File: src/rtl/lms_pkg.sv
// lms_pkg: shared state codes, widths and step saturation for the LMS adaptation controller
package lms_pkg;
  localparam int DATA_W = 8;
  localparam int STEP_W = 8;
  localparam int COEF_W = 20;
  typedef enum logic [2:0] {IDLE = 3'd0, CLEAR = 3'd1, TRAIN = 3'd2, TRACK = 3'd3, FREEZE = 3'd4} state_t;
  function automatic logic signed [STEP_W-1:0] sat8(input logic signed [15:0] v);
    return v > 16'sd127 ? 8'sd127 : v < -16'sd128 ? -8'sd128 : v[7:0];
  endfunction
endpackage

File: src/rtl/lms_err_window.sv
// lms_err_window: windowed |err| accumulator with evaluation pulse and threshold compares
module lms_err_window #(
  parameter int WIN = 64,
  parameter int CONV_THR = 256,
  parameter int DIV_THR = 1024
) (
  input  logic              clk,
  input  logic              rst,
  input  logic              clr,
  input  logic              add,
  input  logic signed [7:0] err,
  output logic              done,
  output logic              below,
  output logic              above
);
  localparam int CW = $clog2(WIN);
  localparam int AW = 9 + CW;
  logic [CW-1:0] cnt;
  logic [AW-1:0] acc, sum;
  logic [8:0] mag;
  assign mag = err[7] ? ~{err[7], err} + 9'd1 : {1'b0, err};
  // compares see the sum including the sample being accepted this cycle
  assign sum = acc + AW'(mag);
  assign done = add && cnt == CW'(WIN - 1);
  assign below = sum < AW'(CONV_THR);
  assign above = sum >= AW'(DIV_THR);
  always_ff @(posedge clk) begin
    if (rst || clr || done) begin
      cnt <= '0;
      acc <= '0;
    end else if (add) begin
      cnt <= cnt + CW'(1);
      acc <= sum;
    end
  end
endmodule

File: src/rtl/lms_adapt_ctrl.sv
// lms_adapt_ctrl: LMS adaptation sequencer and step generator; define LMS_SIGN_ERR_EN for sign-error LMS
module lms_adapt_ctrl
  import lms_pkg::*;
#(
  parameter int MU_SHIFT = 4,
  parameter int TRACK_SHIFT = 2,
  parameter int WIN = 64,
  parameter int CONV_THR = 256,
  parameter int DIV_THR = 1024,
  parameter int CLR_CYCLES = 2
) (
  input  logic              clk,
  input  logic              rst,
  input  logic              start,
  input  logic              freeze,
  input  logic signed [7:0] mu,
  input  logic              err_valid,
  input  logic signed [7:0] err_data,
  output logic              err_ready,
  output logic signed [7:0] step,
  output logic              upd_en,
  output logic              coef_clr,
  output logic [2:0]        state,
  output logic              converged
);
  localparam int ST = MU_SHIFT + TRACK_SHIFT;
  state_t st, nxt, from;
  logic [7:0] clr_cnt;
  logic act, hs, upd, done, below, above;
  logic signed [15:0] raw;
  assign act = st == TRAIN || st == TRACK;
  assign err_ready = act || st == FREEZE;
  assign hs = err_valid && err_ready;
  assign upd = hs && act && !start && !freeze;
  assign coef_clr = st == CLEAR;
  assign state = st;
`ifdef LMS_SIGN_ERR_EN
  logic signed [15:0] mus, m;
  assign mus = mu;
  assign m = st == TRACK ? mus >>> ST : mus >>> MU_SHIFT;
  assign raw = err_data == 8'sd0 ? 16'sd0 : err_data[7] ? -m : m;
`else
  logic signed [15:0] prod;
  assign prod = mu * err_data;
  assign raw = st == TRACK ? prod >>> ST : prod >>> MU_SHIFT;
`endif
  lms_err_window #(.WIN(WIN), .CONV_THR(CONV_THR), .DIV_THR(DIV_THR)) u_win (
    .clk  (clk),
    .rst  (rst),
    .clr  (start || freeze || !act),
    .add  (hs && act),
    .err  (err_data),
    .done (done),
    .below(below),
    .above(above)
  );
  always_comb begin
    nxt = st;
    if (start) nxt = CLEAR;
    else if (st == CLEAR) nxt = clr_cnt == 8'(CLR_CYCLES - 1) ? TRAIN : CLEAR;
    else if (act && freeze) nxt = FREEZE;
    else if (st == FREEZE) nxt = freeze ? FREEZE : from;
    else if (done && st == TRAIN && below) nxt = TRACK;
    else if (done && st == TRACK && above) nxt = TRAIN;
  end
  always_ff @(posedge clk) begin
    if (rst) begin
      st <= IDLE;
      from <= TRAIN;
      clr_cnt <= '0;
      step <= '0;
      upd_en <= 1'b0;
      converged <= 1'b0;
    end else begin
      st <= nxt;
      clr_cnt <= st == CLEAR && !start ? clr_cnt + 8'd1 : 8'd0;
      step <= upd ? sat8(raw) : 8'sd0;
      upd_en <= upd;
      if (act && freeze) from <= st;
      converged <= start || st == CLEAR ? 1'b0 :
                   st == TRAIN && nxt == TRACK ? 1'b1 :
                   st == TRACK && nxt == TRAIN ? 1'b0 : converged;
    end
  end
endmodule

File: config.mk
export PLATFORM = sky130hd
export DESIGN_NAME = lms_adapt_ctrl
export DESIGN_NICKNAME = d
export VERILOG_FILES = /design/src/rtl/lms_pkg.sv /design/src/rtl/lms_err_window.sv /design/src/rtl/lms_adapt_ctrl.sv
export SDC_FILE = /design/constraint.sdc
export NUM_CORES = 1
export LEC_CHECK = 0
export CAP_MARGIN = 20
export CORE_MARGIN = 10
export CORE_UTILIZATION = 45
export DETAILED_ROUTE_END_ITERATION = 6
export PLACE_DENSITY = 0.67
export SYNTH_ARGS = -nofsm -noshare
export SYNTH_HDL_FRONTEND = slang
export SYNTH_SLANG_ARGS = --single-unit
File: constraint.sdc
create_clock -name clk -period 4.8 [get_ports clk]
set_input_delay 0.72 -clock clk [delete_from_list [all_inputs] [get_ports clk]]
set_output_delay 0.72 -clock clk [all_outputs]
set_load 0.005 [all_outputs]
**Yosys cells after proc, flatten, opt, wreduce, memory -nomap -nowiden**

Cells that the tools add are included.

- $add $sub $neg: 4
- $mul: 1
- Div/mod/pow operators: 0
- $lt $le $gt $ge: 4
- Eq/ne operators: 8
- Shift operators: 0
- Mux-type cells: 14
- Bitwise logic cells: 3
- Reduce and logical (&&, ||, !) cells: 28

Operator list:

| operator | count |
|---|---|
| $mux 3 | 7 |
| $mul 8x8->16 | 1 |
| $add 15x9->15 | 1 |
| $ge 15x11->1 const B | 1 |
| $lt 15x9->1 const B | 1 |
| $logic_and 1x1->1 | 13 |
| $eq 3x2->1 const B | 4 |
| $gt 12x8->1 const B | 1 |
| $lt 12x8->1 const B | 1 |
| $mux 11 | 1 |
| $add 9x1->9 const B | 1 |
| $mux 9 | 1 |
| $not 9->9 | 1 |
| $add 8x1->8 const B | 1 |
| $eq 8x1->1 const B | 1 |
| $mux 8 | 1 |
| $logic_or 1x1->1 | 7 |
| $mux 7 | 1 |
| $add 6x1->6 const B | 1 |
| $eq 6x6->1 const B | 1 |
| $reduce_or 2->1 | 3 |
| $eq 3x1->1 const B | 1 |
| $eq 3x3->1 const B | 1 |
| $logic_not 1->1 | 3 |
| other kinds (5) | 7 |

- Bits in registers: 45
- Latch bits: 0
- RAM bits: 0
- Memory bits (read-only): 0
- Input port bits: 21
- Output and inout port bits: 15
- Word-level logic and storage cells: 71
- Memories kept: 0

**Depth between registers and ports, before layout**

Gate-level depths: netlist of the first run.

- Depth in word-level cells: 18
- Depth in mapped cells: 19
- Mapped depth without buffers: 18

**Modules after synthesis**

A second synthesis of the first run with hierarchy kept.

- Cell total of the unflattened synthesis: 587
- Area total of the unflattened synthesis: 5144.9 µm²

By module, submodules not included:

| module | instances | cells each | area each (µm²) | sequential area each (µm²) |
|---|---|---|---|---|
| lms_adapt_ctrl | 1 | 404 | 3641.0 | 480.5 |
| lms_err_window | 1 | 183 | 1503.9 | 420.4 |

**Worst setup path before layout of the first run**

Ideal clock, no wire load.

- Path kind: input to register
- Start point: in err_data[4]
- End point: reg step[5]
- Library setup time: 141 ps
- Data arrival time: 4994 ps
- Data required time: 4659 ps
- Path slack: -335 ps
- Stages on the path: 15
- Buffers on the path: 1
- Path through: clkbuf_1 -> and2_1 -> fa_1 -> inv_1 -> fa_1 -> fa_1 -> fa_1 -> inv_1 -> ha_1 -> and3_1 -> a2111o_1 -> nor3b_1 -> and4b_1 -> o31ai_4 -> o22ai_1

- Cells in the longest elaborated chain, start to end: 5
- Elaborated cells on any way between the ends: 6
- Classes of those cells: mul: 1; order compare: 2; mux: 3

Ends and longest elaborated chain:

| what | line | RTL |
|---|---|---|
| start: declaration | lms_adapt_ctrl.sv:18 | `input logic signed [7:0] err_data,` |
| $mul 8x8->16 (*) | lms_adapt_ctrl.sv:44 | `assign prod = mu * err_data;` |
| $mux 11 | lms_adapt_ctrl.sv:45 | `assign raw = st == TRACK ? prod >>> ST : prod >>> MU_SHIFT;` |
| $lt 12x8->1 | lms_pkg.sv:8 | `return v > 16'sd127 ? 8'sd127 : v < -16'sd128 ? -8'sd128 : v[7:0];` |
| $mux 8 | lms_pkg.sv:8 |  |
| $mux 7 (*) | lms_pkg.sv:8 |  |
| end signal: assignment | lms_adapt_ctrl.sv:77 | `step <= upd ? sat8(raw) : 8'sd0;` |
| end: declaration | lms_adapt_ctrl.sv:20 | `output logic signed [7:0] step,` |

Mark *: on every way between the ends. The rest lies on a longest branch, timed or not.
A chain may end at the register's enable or synchronous reset.

**Final worst setup path of the first run**

- Start point: in err_data[4]
- End point: reg step[3]

Same word-level chain as after synthesis.

==> impl_metrics.csv, run 1 <==
group,metric,value,unit
final_layout,final_common_cell,"inv_1",
detailed_routing,viasPerCell,5.20,
global_route,grt_pass1_vias,4423,
sta,worst_slew_pin_slew,0.758,ns
sta,relSlewSlack,49.0,%
detailed_routing,drtPass1Iterations,4,
placed_design,placed_area,6000,um2
final_layout,final_layout_size_suffix_gt1_share,23.4,%
final_layout,finalNetCount,792,
setup_path,crit_family,"adder cells",
setup_path,crit_fanout,5,
sta,fin_crit_sh,101,%
final_layout,antennaDiodeCount,0,
floorplanning,dieArea,15700,um2
setup_path,worst_r2r_path_depth,10,
final_layout,mostFrequentLayoutCells,"inv_1, buf_4, fa_1",
outcome,violations,"negative setup slack",
logic_synthesis,synth_top_cell_area_share,22.1,%
clock_network,worstSkewPairLatency,0.29,ns
logic_synthesis,synth_area,4990,um2
detailed_routing,drt_iter0_markers,189,
final_layout,area.growth.synth_to_final,29.5,%
outcome,status,"finished, violations left",
detailed_routing,ant_nets,0,
setup_path,worstSetupPathType,"input pin to flop",
pwr,p_per_area,531,nW/um2
setup_path,path_buf_inv,7,
logic_synthesis,synth_edf_count,0,
clock_network,cts-buffers-inserted,5,
logic_synthesis,ys_ff_latch,45,
detailed_routing,dr_total_vias,4242,
sta,min_period,4.87,ns
pwr,p_leak,2.77,nW
sta,maxSlewViolCount,0,
placed_design,portBuffers,35,
sta,rsz0062_at_grt,"yes",
global_route,overflow,0,
placed_design,routabilityCongestion,0.821,
clock_network,cts_sinks,45,
setup_path,endpoint,"step[3]",
placed_design,dp_slack,-0.894,ns
sta,fin_ws,-0.0674,ns
detailed_routing,wl_per_cell,14.2,um
detailed_routing,routed_wl,11.6,mm
clock_network,clockBufferDepth,2,
detailed_routing,route.detailed.drc,0,
setup_path,rr_endpoint,"converged",
logic_synthesis,synthFlopType,"dfxtp_1",
floorplanning,die_h,125,um
run,max-cap-violations,0,
setup_path,setup.worst_path.end_class,"flop",
setup_path,start_kind,"input pin",
sta,hold_viol_final,0,
logic_synthesis,yosys.area.top_type,"fa_1",
logic_synthesis,synth_cell_types,58,
clock_network,cts-root-buf,"clkbuf_8",
logic_synthesis,avgSynthCellArea,8.60,um2
setup_path,r2r-start,"u_win.acc[0]",
placed_design,dp_hpwl,9.02,mm
sta,setup_violations,7,
floorplanning,coreArea,10800,um2
logic_synthesis,yosys-top-cells-area,"fa_1, dfxtp_1, ha_1, inv_1, and2_1",
floorplanning,io_pins,36,
floorplanning,die_w,125,um
clock_network,cts_tree,"done",
setup_path,ff2ff_setup_slack,1.75,ns
setup_path,cpMostUsedCell,"fa_1",
setup_path,slowest_delay,0.54,ns
logic_synthesis,synth_nets,697,
logic_synthesis,ys_seq_area_share,18.1,%
logic_synthesis,ys_warn_count,0,
setup_path,path_cells,"buf_8 > buf_8 > and2_4 > fa_2 > buf_6 > fa_1 > inv_1 > fa_1 > fa_1 > inv_2 > ha_4 > inv_4 > and3_4 > a2111o_1 > nor3b_4 > and4b_1 > o31ai_4 > buf_6 > a21oi_2",
floorplanning,row_count,38,
pwr,vdd_ir_drop_max,0.796,mV
floorplanning,start_util,46.0,%
setup_path,worst-path-stages,19,
setup_path,cp-startpoint,"err_data[4]",
worst_hold_path,worst_hold_path_type,"flop to flop",
logic_synthesis,async_flop_share,0,%
clock_network,cts_max_level,2,
global_route,grt_pass1_wl,19.9,mm
global_route,grt_start_max_net_pins,20,
sta,fin_worst_skew,0.00731,ns
final_layout,design_area,6460,um2
clock_network,clk_pin_slew,0.08,ns
setup_path,required,4.97,ns
sta,fmax,205,MHz
logic_synthesis,synthCells,580,
global_route,grtUsageTotal,14.6,%
setup_path,slowest_stage,"fa_1",
setup_path,arrival,5.04,ns
global_route,antenna_found_initial,0,
-- layer usage --
layer	wire length, um	global-route usage [%]	share of wire [%]	vias to the layer above
met5	0	0	0	-
met1	4970	17.4	43	2075
met3	270	1.44	2.3	6
li1	-	-	-	2109
met2	6220	27.6	54	52
met4	95	2.64	0.82	0
-- cell usage after synthesis, types with 3 or more instances --
library cell,n
mux2i_1,4
a21oi_1,34
inv_1,74
nand2b_1,9
and2_1,44
ha_1,41
a21o_1,6
or2_2,4
o21ai_0,15
nor3_1,10
nor4_1,3
nand2_1,58
nor2_1,33
and3_1,6
o21a_1,3
o31ai_1,3
nand4_1,5
xor2_1,10
a211oi_1,8
dfxtp_1,45
nor2b_1,12
xnor2_1,29
fa_1,55
nand3_1,11
clkbuf_1,8
or3_1,7
-- stage by stage --
stage | TNS, ns | power (W) | hold WS (ns) | util, % | instances
after global routing | -1.24 | 0.00374 | 0.490 | 59.6 | 816
after global placement | -5.67 | 0.00245 | 0.429 | 55.4 | 795
after detailed placement | -6.53 | 0.00250 | 0.432 | 55.4 | 795
final | -0.394 | 0.00343 | 0.448 | 59.6 | 816
after CTS | -0.170 | 0.00312 | 0.452 | 58.0 | 811
after floorplan | -0.0495 | 0.00186 | 0.412 | - | 580
-- registers in the layout, summed over array words and instances (netlist names) --
| name | count |
|---|---|
| converged | 1 |
| clr_cnt | 8 |
| u_win.acc | 15 |
| u_win.cnt | 6 |
| state | 3 |
| step | 8 |
| from | 3 |
| upd_en | 1 |
-- cell type report --
cell class              instances  area (um2)
clock buffers                   6        72.6
clock inverters                 2        38.8
fillers                       965        4380
inverters                      74         283
multi-input cells             450        4160
flip-flops and latches         45         901
well taps                     140         175
repair buffers                 99         831
-- worst min-delay path by stage --
stage / cells past startpoint / slack [ns] / to / startpoint
6_report: 1 / 0.45 / from[1] / from[1]
5_1_grt: 1 / 0.49 / from[1] / from[1]
4_1_cts: 1 / 0.45 / from[1] / from[1]
3_5_place_dp: 1 / 0.43 / from[1] / from[1]
3_3_place_gp: 1 / 0.43 / from[1] / from[1]
2_1_floorplan: 1 / 0.41 / from[1] / from[1]
-- repair_timing --
action	in CTS	in global routing
setup endpoints to repair	8	7
setup buffers	7	6
gates resized for setup	99	45
gates cloned	1	0
hold buffers	0	0
pin swaps	32	29
endpoints found under the hold margin	0	0
-- report_power, final --
group          switching, W  internal (W)
logic               0.00138       0.00139
registers        0.00000401      0.000376
clock network      0.000131      0.000156
-- cell families (layout without fill, tap and decap cells) --
| kind of cell | Yosys count | after routing | synth area share [%] |
|---|---|---|---|
| muxes | 5 | 5 | 1.03 |
| xor gates and xnor gates | 39 | 39 | 6.85 |
| DFF | 45 | 45 | 18.1 |
| and+or+nand+nor | 213 | 213 | 22.0 |
| buffers and inverters | 85 | 181 | 6.47 |
| other | 1 | 1 | 0.0752 |
| AOI/OAI and AO/OA | 96 | 96 | 13.1 |
| adders and majority gates | 96 | 96 | 32.4 |
Power figures use the tool's default switching activity.
==> run 2, diff against run 1 <==
CAP_MARGIN = default   (was 20)
==> results of run 2 <==
Same layout as run 1: the final DEF is identical, and so are final timing and power.
==> run 3, diff against run 2 <==
CORE_UTILIZATION = 55   (was 45)
PLACE_DENSITY = 0.79   (was 0.67)
==> run 3 against run 2 <==
First-iteration DRC count rose by 46%. Sequential share of layout area barely moved. Non-clock buffer count rose by 2. Setup slack got worse by 0.075 ns. Total power rose by 7.6%. Via count rose by 3.6%. The run still ends with negative setup slack left. Final cell count fell by 3.7%.
==> impl_metrics.csv, run 3 (same netlist as run 1, synthesis figures left out) <==
group,metric,value,unit
global_route,grt_pass1_vias,4736,
floorplanning,io_pins,36,
sta,setup_violations,7,
floorplanning,dieArea,13300,um2
detailed_routing,drt_iter0_markers,275,
clock_network,cts-buffers-inserted,5,
pwr,p_per_area,571,nW/um2
outcome,status,"finished, violations left",
setup_path,setup.worst_path.end_class,"flop",
worst_hold_path,worst_hold_path_type,"flop to flop",
sta,fin_ws,-0.143,ns
clock_network,cts_max_level,2,
clock_network,cts-root-buf,"clkbuf_8",
detailed_routing,routed_wl,12.6,mm
global_route,overflow,0,
clock_network,clk_pin_slew,0.09,ns
floorplanning,row_count,34,
clock_network,cts_sinks,45,
pwr,p_leak,2.78,nW
sta,hold_viol_final,0,
outcome,violations,"negative setup slack",
floorplanning,coreArea,8760,um2
setup_path,slowest_stage,"fa_1",
final_layout,regMostFlops,"u_win.acc",
sta,fmax,202,MHz
detailed_routing,drtPass1Iterations,4,
run,max-cap-violations,0,
setup_path,path_buf_inv,5,
sta,relSlewSlack,44.1,%
global_route,grt_start_max_net_pins,20,
global_route,antenna_found_initial,0,
sta,fin_crit_sh,103,%
placed_design,place_inst,763,
sta,rsz0062_at_grt,"yes",
placed_design,portBuffers,35,
final_layout,largest_register_ffs,15,
sta,min_period,4.94,ns
setup_path,required,4.98,ns
setup_path,worstSetupPathType,"input pin to flop",
clock_network,clockBufferDepth,2,
setup_path,crit_family,"adder cells",
setup_path,arrival,5.13,ns
detailed_routing,dr_total_vias,4395,
detailed_routing,viasPerCell,5.59,
final_layout,antennaDiodeCount,0,
final_layout,finalNetCount,794,
floorplanning,die_w,115,um
setup_path,start_kind,"input pin",
global_route,grtUsageTotal,19.0,%
detailed_routing,route.detailed.drc,0,
clock_network,worstSkewPairLatency,0.30,ns
setup_path,cpMostUsedCell,"fa_1",
sta,worst_slew_pin_slew,0.832,ns
detailed_routing,ant_nets,0,
final_layout,mostFrequentLayoutCells,"inv_1, buf_4, nand2_1",
placed_design,dp_hpwl,9.34,mm
setup_path,path_cells,"buf_2 > and2_4 > fa_1 > inv_1 > fa_1 > inv_1 > fa_1 > fa_1 > ha_4 > nand2_4 > o2111ai_4 > buf_4 > and3_4 > o41ai_4 > and4b_1 > o31ai_4 > buf_6 > a21oi_1",
setup_path,slowest_delay,0.56,ns
sta,fin_worst_skew,0.0132,ns
final_layout,area.growth.synth_to_final,29.8,%
sta,finalSetupTns,-0.808,ns
final_layout,final_layout_size_suffix_gt1_share,24.6,%
floorplanning,die_h,115,um
floorplanning,start_util,56.9,%
clock_network,cts_tree,"done",
pwr,vdd_ir_drop_max,0.811,mV
placed_design,routabilityCongestion,0.902,
setup_path,crit_fanout,7,
sta,maxSlewViolCount,0,
global_route,grt_pass1_wl,21.3,mm
final_layout,final_util,73.9,%
detailed_routing,wl_per_cell,16.1,um
final_layout,final_common_cell,"inv_1",
final_layout,finalNonFillerCells,786,
final_layout,largestRegisters,"u_win.acc x15, clr_cnt x8, step x8",
==> run 3: cell count changes in the layout (fill, tap and decap cells not counted), sizes merged <==
cell	delta
buf	+1
dlygate4sd2	-1
clkdlybuf4s15	-1
clkbuf	+3
==> run 3: area by class of cell <==
cell class / instances / area, um2
Multi-Input combinational cell: 450 / 4200
Clock buffer: 6 / 72.6
Sequential cell: 45 / 901
Tap cell: 108 / 135
Inverter: 74 / 283
Clock inverter: 2 / 38.8
Timing Repair Buffer: 101 / 841
Fill cell: 606 / 2290
==> run 3: layer usage <==
metal	GRT usage, %	vias up	part of all wire (%)
li1	-	2118	-
met1	20.7	2175	38
met5	0	-	0
met3	1.93	30	2.1
met2	37.9	72	57
met4	4.46	0	2.5
==> run 3: through the flow <==
stage | hold slack (ns) | power (W) | cell area (um2) | setup WS, ns
after floorplan | 0.412 | 0.00186 | 5210 | -0.0495
after global placement | 0.429 | 0.00246 | 5960 | -0.796
after detailed placement | 0.452 | 0.00254 | 5960 | -0.999
after CTS | 0.465 | 0.00331 | 6350 | -0.0722
after global routing | 0.477 | 0.00398 | 6470 | -0.281
final | 0.460 | 0.00369 | 6470 | -0.143
==> run 3: repair_timing <==
action	CTS	global route
pin swaps	50	26
gates resized for setup	101	54
buffers inserted	9	7
setup endpoints to repair	8	8
hold buffers	0	0
==> run 3: final timing paths <==
kind                              startpoint            to  slack, ns  cells past startpoint
worst max register to register  u_win.acc[0]     converged       1.70                     10
worst min-delay path            u_win.acc[6]  u_win.acc[6]       0.46                      2
worst min register to register  u_win.acc[6]  u_win.acc[6]       0.46                      2
worst max-delay path                   mu[3]       step[0]      -0.14                     18
==> run 3: report_power, final <==
group / internal (W) / switching (W)
sequential: 0.000376 / 0.00000396
combinational: 0.00152 / 0.00151
clock: 0.000156 / 0.000128
total: 0.00206 / 0.00164
==> run 3: worst reg2reg max path, stage by stage, from the launching register on <==
cell and delay [ns]:
dfxtp_1 0.32, ha_1 0.22, fa_1 0.42, a21oi_1 0.25
a2bb2oi_1 0.45, a22oi_1 0.20, xor2_1 0.24, nor2_1 0.07
a2111oi_0 0.56, a221o_1 0.21, nand3_1 0.06
